===== src/rtl/count_uart_pkg.sv =====
// Shared types and constants for the counter-value UART transmitter.
// Frame layout: one start bit, DATA_BITS data bits (LSB first), one stop bit.
package count_uart_pkg;

  localparam int FRAME_BITS = 10;
  localparam int DATA_BITS  = FRAME_BITS - 2;

  typedef enum logic [1:0] {
    IDLE  = 2'd0,
    START = 2'd1,
    DATA  = 2'd2,
    STOP  = 2'd3
  } uart_state_e;

endpackage


===== src/rtl/count_fifo.sv =====
// Synchronous byte FIFO with an occupancy counter; rd_data shows the head entry.
// Writes while full and reads while empty are ignored.
module count_fifo #(
  parameter int WIDTH = 8,
  parameter int DEPTH = 4,
  localparam int AW = $clog2(DEPTH),
  localparam int LW = AW + 1
) (
  input  logic             clk,
  input  logic             rst_n,
  input  logic             wr_en,
  input  logic [WIDTH-1:0] wr_data,
  input  logic             rd_en,
  output logic [WIDTH-1:0] rd_data,
  output logic             full,
  output logic             empty,
  output logic [LW-1:0]    level
);

  logic [WIDTH-1:0] mem [DEPTH];
  logic [AW-1:0]    wr_ptr;
  logic [AW-1:0]    rd_ptr;
  logic [LW-1:0]    count;
  logic             push;
  logic             pop;

  assign full    = (count == LW'(DEPTH));
  assign empty   = (count == '0);
  assign level   = count;
  assign push    = wr_en && !full;
  assign pop     = rd_en && !empty;
  assign rd_data = mem[rd_ptr];

  // Storage needs no reset; validity is tracked by count alone.
  always_ff @(posedge clk) begin
    if (push) begin
      mem[wr_ptr] <= wr_data;
    end
  end

  // DEPTH is a power of two, so the pointers wrap naturally.
  always_ff @(posedge clk or negedge rst_n) begin
    if (!rst_n) begin
      wr_ptr <= '0;
      rd_ptr <= '0;
      count  <= '0;
    end else begin
      if (push) begin
        wr_ptr <= wr_ptr + AW'(1);
      end
      if (pop) begin
        rd_ptr <= rd_ptr + AW'(1);
      end
      case ({push, pop})
        2'b10:   count <= count + LW'(1);
        2'b01:   count <= count - LW'(1);
        default: count <= count;
      endcase
    end
  end

endmodule


===== src/rtl/count_uart_tx.sv =====
// Queues counter bytes in a small FIFO and sends each as an 8N1 UART frame on tx.
// Frames are chained back-to-back while the FIFO holds data.
//
//   state | meaning
//   IDLE  | line high, waiting for a queued byte
//   START | driving the start bit (0)
//   DATA  | shifting out data bits, LSB first
//   STOP  | driving the stop bit (1); chains to START if more data is queued
module count_uart_tx
  import count_uart_pkg::*;
#(
  parameter int CLK_DIV    = 16,
  parameter int FIFO_DEPTH = 4
) (
  input  logic                          clk,
  input  logic                          rst_n,
  input  logic [7:0]                    in_data,
  input  logic                          in_valid,
  output logic                          in_ready,
  input  logic                          clr_ovf,
  output logic                          tx,
  output logic                          busy,
  output logic                          overflow,
  output logic [$clog2(FIFO_DEPTH):0]   fifo_level
);

  localparam logic [7:0] BAUD_LAST = 8'(CLK_DIV - 1);
  localparam logic [2:0] LAST_DATA = 3'(DATA_BITS - 1);

  uart_state_e state_q, state_d;
  logic [7:0]  baud_q, baud_d;
  logic [2:0]  bit_q, bit_d;
  logic [7:0]  shift_q, shift_d;
  logic        tx_q, tx_d;
  logic        ovf_q;

  logic        push;
  logic        pop;
  logic        fifo_full;
  logic        fifo_empty;
  logic [7:0]  fifo_head;
  logic        bit_end;

  assign in_ready = !fifo_full;
  assign push     = in_valid && in_ready;
  assign bit_end  = (baud_q == 8'd0);
  assign tx       = tx_q;
  assign busy     = (state_q != IDLE);
  assign overflow = ovf_q;

  count_fifo #(
    .WIDTH (8),
    .DEPTH (FIFO_DEPTH)
  ) u_fifo (
    .clk     (clk),
    .rst_n   (rst_n),
    .wr_en   (push),
    .wr_data (in_data),
    .rd_en   (pop),
    .rd_data (fifo_head),
    .full    (fifo_full),
    .empty   (fifo_empty),
    .level   (fifo_level)
  );

  always_comb begin
    state_d = state_q;
    baud_d  = baud_q;
    bit_d   = bit_q;
    shift_d = shift_q;
    tx_d    = tx_q;
    pop     = 1'b0;

    case (state_q)
      IDLE: begin
        tx_d = 1'b1;
        if (!fifo_empty) begin
          pop     = 1'b1;
          shift_d = fifo_head;
          tx_d    = 1'b0;
          baud_d  = BAUD_LAST;
          state_d = START;
        end
      end

      START: begin
        if (bit_end) begin
          tx_d    = shift_q[0];
          bit_d   = 3'd0;
          baud_d  = BAUD_LAST;
          state_d = DATA;
        end else begin
          baud_d = baud_q - 8'd1;
        end
      end

      DATA: begin
        if (bit_end) begin
          baud_d = BAUD_LAST;
          if (bit_q == LAST_DATA) begin
            tx_d    = 1'b1;
            state_d = STOP;
          end else begin
            bit_d   = bit_q + 3'd1;
            shift_d = shift_q >> 1;
            tx_d    = shift_q[1];
          end
        end else begin
          baud_d = baud_q - 8'd1;
        end
      end

      STOP: begin
        if (bit_end) begin
          // Chain the next frame immediately so there is no idle gap.
          if (!fifo_empty) begin
            pop     = 1'b1;
            shift_d = fifo_head;
            tx_d    = 1'b0;
            baud_d  = BAUD_LAST;
            state_d = START;
          end else begin
            tx_d    = 1'b1;
            state_d = IDLE;
          end
        end else begin
          baud_d = baud_q - 8'd1;
        end
      end

      default: begin
        tx_d    = 1'b1;
        state_d = IDLE;
      end
    endcase
  end

  always_ff @(posedge clk or negedge rst_n) begin
    if (!rst_n) begin
      state_q <= IDLE;
      baud_q  <= 8'd0;
      bit_q   <= 3'd0;
      shift_q <= 8'd0;
      tx_q    <= 1'b1;
    end else begin
      state_q <= state_d;
      baud_q  <= baud_d;
      bit_q   <= bit_d;
      shift_q <= shift_d;
      tx_q    <= tx_d;
    end
  end

  // A rejected offer in the same cycle as a clear keeps the flag set.
  always_ff @(posedge clk or negedge rst_n) begin
    if (!rst_n) begin
      ovf_q <= 1'b0;
    end else if (in_valid && !in_ready) begin
      ovf_q <= 1'b1;
    end else if (clr_ovf) begin
      ovf_q <= 1'b0;
    end
  end

endmodule


===== config.mk =====
export PLATFORM = sky130hd
export DESIGN_NAME = count_uart_tx
export DESIGN_NICKNAME = d
export VERILOG_FILES = /design/src/rtl/count_uart_pkg.sv /design/src/rtl/count_fifo.sv /design/src/rtl/count_uart_tx.sv
export SDC_FILE = /design/constraint.sdc
export NUM_CORES = 1
export LEC_CHECK = 0
export ABC_CLOCK_PERIOD_IN_PS = 2700
export BUFFER_PORTS_ARGS = -buffer_cell sky130_fd_sc_hd__buf_2
export CAP_MARGIN = 20
export CORE_MARGIN = 3
export CORE_UTILIZATION = 54
export CTS_CLUSTER_DIAMETER = 50
export DETAILED_ROUTE_END_ITERATION = 10
export PLACE_DENSITY_LB_ADDON = 0.08
export SLEW_MARGIN = 20
export SYNTH_ARGS = -nofsm -noshare
export SYNTH_HDL_FRONTEND = slang
export SYNTH_HIERARCHICAL = 1
export SYNTH_SLANG_ARGS = --single-unit

===== constraint.sdc =====
create_clock -name clk -period 2.7 [get_ports clk]
set_input_delay 0.54 -clock clk [delete_from_list [all_inputs] [get_ports clk]]
set_output_delay 0.54 -clock clk [all_outputs]
set_load 0.02 [all_outputs]

==> impl_metrics.csv <==
group,metric,value,unit
clocking,clk_pin_slew,0.07,ns
detailed_routing,drtPass1Iterations,4,
logic_synthesis,yosysSeqAreaShare,56.9,%
logic_synthesis,synth_area,3010,um2
global_route,grt_pass1_wl,9030,um
cells_and_area,num_antenna_cells,0,
logic_synthesis,yosys_register_bits,62,
logic_synthesis,yosysMostFrequentCell,"edfxtp_1",
worst_setup_path,arrival,2.79,ns
logic_synthesis,async_flop_share,48.4,%
floorplanning,die_x,80.7,um
logic_synthesis,ys_warn_count,6,
floorplanning,die_y,80.7,um
pwr,power_frac_comb,46.7,%
cells_and_area,drive_gt1_share,34.9,%
timing,period_minus_slack,2.55,ns
logic_synthesis,synth-edff-count,32,
worst_setup_path,reg2regPathDepth,13,
timing,clock_skew,0.00745,ns
detailed_routing,wl_per_cell,16.6,um
logic_synthesis,ys.flop_type,"edfxtp_1",
floorplanning,core,5240,um2
detailed_routing,drc,0,
flow_run,cap_violations,0,
logic_synthesis,yosysTopAreaCellShare,31.9,%
logic_synthesis,synthTopCellsByCount,"32 x edfxtp_1, 29 x dfrtp_1, 18 x inv_1",
pwr,p_leak,1.39,nW
pwr,vdd_drop_max,601,uV
timing,worst_slew_pin_slew,0.832,ns
clocking,hold_buffers,0,
floorplanning,io_pins,19,
place,hpwl,3830,um
min_path,hp-class,"in -> async",
clocking,htree_levels,3,
timing,hold_violations,0,
clocking,cts_buffers,9,
global_route,grt_max_degree,31,
cells_and_area,final_cells,325,
worst_setup_path,end_kind,"register",
global_route,grt.total_usage,19.0,%
cells_and_area,area_growth_syn_to_layout,14.6,%
clocking,cts_root_buf,"clkbuf_8",
global_route,overflow,0,
worst_setup_path,cp-startpoint,"baud_q[1]$_DFF_PN0_",
worst_setup_path,cp_data_required_time,2.94,ns
pwr,power.switching,1.61,mW
cells_and_area,nNetsFinal,278,
timing,max_freq,392,MHz
clocking,insertion_delay,0.33,ns
pwr,power.density,1280,nW/um2
detailed_routing,detail_route.vias_per_cell,5.57,
logic_synthesis,yosys.area.top_type,"edfxtp_1",
worst_setup_path,critPathMaxFanout,4,
clocking,cts_num_sinks,62,
cells_and_area,final_core_util,65.9,%
detailed_routing,final_antenna_net_count,0,
worst_setup_path,worstSetupPathType,"reg -> reg",
logic_synthesis,yosysUniqueCellTypes,46,
worst_setup_path,worstReg2RegStart,"baud_q[1]$_DFF_PN0_",
worst_setup_path,cp-start-kind,"register",
place,gp_congestion,0.907,
logic_synthesis,synth_area_leaders,"edfxtp_1 32%, dfrtp_1 24%, mux4_2 6.0%",
pwr,switching_share,36.5,%
timing,finalSetupTns,0,ns
detailed_routing,vias,1810,
pwr,p_clk_share,16.8,%
logic_synthesis,postSynthAreaPerCell,13.9,um2
global_route,grt_pass1_vias,1924,
detailed_routing,drt_iter0_markers,95,
floorplanning,start_util,57.5,%
timing,post-route-period-util,94.4,%
place,port-buffer-count,18,
clocking,tritoncts,"yes",
floorplanning,dieArea,6510,um2
logic_synthesis,synth.net_count,244,
pwr,p_seq_share,36.6,%
clocking,cts.path.max_buffers,2,
logic_synthesis,synthCells,217,
pwr,p_int,2.80,mW
detailed_routing,drt-total-wl,5380,um
global_route,antenna_found_initial,0,
timing,setup_violations,0,
floorplanning,rows,26,
outcome,outcome,"finished clean",
timing,max-slew-margin-rel,44.1,%
timing,slew_violations,0,
place,placed_cells,305,
cell type report:
| class | count | area, um2 |
|---|---|---|
| clock buffers | 9 | 124 |
| clock inverters | 6 | 53.8 |
| fillers | 390 | 1790 |
| inverters | 18 | 67.6 |
| multi-input cells | 132 | 1240 |
| flip-flops and latches | 62 | 1710 |
| well taps | 70 | 87.6 |
| repair buffers | 28 | 165 |
through the flow:
stage,worst slack (ns),instance area [um2],hold slack (ns),total power [mW]
2_1_floorplan,0.129,3010,0.244,3.09
3_3_place_gp,0.195,3210,0.484,3.48
3_5_place_dp,-0.0168,3210,0.496,3.58
4_1_cts,0.0314,3390,0.263,4.36
5_1_grt,-0.0167,3450,0.300,4.74
6_report,0.151,3450,0.249,4.41
final timing paths:
| check | end | slack [ns] |
|---|---|---|
| min in group clk | overflow$_DFFE_PN0P_ | 0.40 |
| min | bit_q[2]$_DFFE_PN0P_ | 0.25 |
| min reg2reg | shift_q[6]$_DFFE_PN0P_ | 0.50 |
| max reg2reg | u_fifo/level[2]$_DFFE_PN0P_ | 0.15 |
| max | u_fifo/level[2]$_DFFE_PN0P_ | 0.15 |
| max in group asynchronous | baud_q[0]$_DFF_PN0_ | 1.95 |
registers in the layout (all words and copies together), names as in the netlist:
register / count
u_fifo/level: 3
state_q: 2
shift_q: 8
tx: 1
baud_q: 8
u_fifo/rd_ptr: 2
bit_q: 3
u_fifo/wr_ptr: 2
overflow: 1
u_fifo/mem: 32
what timing repair did:
action / 4_1_cts / 5_1_grt
resized for setup: 1 / 8
setup endpoints to repair: 1 / 1
pin swaps: 0 / 2
setup buffers: 0 / 5
per-layer routing:
layer	share of wire, %	routed length (um)	track usage (%)
met1	41	2200	21.7
met2	53	2870	32.6
met3	3.7	200	4.37
met4	2.1	114	11.0
met5	0	0	0
power by group through the flow:
stage               combinational [mW]  clock (mW)  sequential, mW
floorplan                         1.52           0            1.56
global placement                  1.88           0            1.60
detailed placement                1.95           0            1.63
CTS                               1.98       0.762            1.62
global route                      2.27       0.801            1.66
finish                            2.06       0.741            1.61
cell families after synthesis:
kind of cell / Yosys count / share of synthesized area (%)
flops: 62 / 56.9
simple gates: 45 / 9.18
compound gates: 38 / 9.43
mux: 27 / 13.1
buf+inv: 23 / 2.91
fa+ha+maj: 15 / 6.48
xor+xnor: 7 / 2.04
cells in the final DEF (no fill, tap or decap), drive strengths merged, types with 2 or more instances in the layout:
| master | n |
|---|---|
| edfxtp | 32 |
| or2 | 3 |
| nor2b | 3 |
| inv | 18 |
| a22o | 3 |
| o21ai | 9 |
| mux2 | 16 |
| dfrtp | 29 |
| ha | 14 |
| xnor2 | 3 |
| and2 | 6 |
| xor2 | 4 |
| nand2 | 13 |
| o22a | 4 |
| a211oi | 2 |
| nor3b | 2 |
| buf | 28 |
| mux4 | 8 |
| clkinv | 4 |
| nor3 | 7 |
| nor2 | 6 |
| o31a | 3 |
| a21oi | 9 |
| clkbuf | 9 |
| mux2i | 3 |
worst max-delay path, cell delays in order, from the launching register on:
cell,delay (ns)
dfrtp_1,0.42
inv_2,0.08
ha_1,0.14
nor3b_4,0.21
and2_4,0.18
a21oi_1,0.07
nor3_2,0.19
o31a_2,0.21
ha_4,0.13
inv_1,0.05
fa_2,0.33
xor2_1,0.14
nor2_1,0.13
xor2_1,0.17
Note: power is estimated with default switching activity, not from simulation.
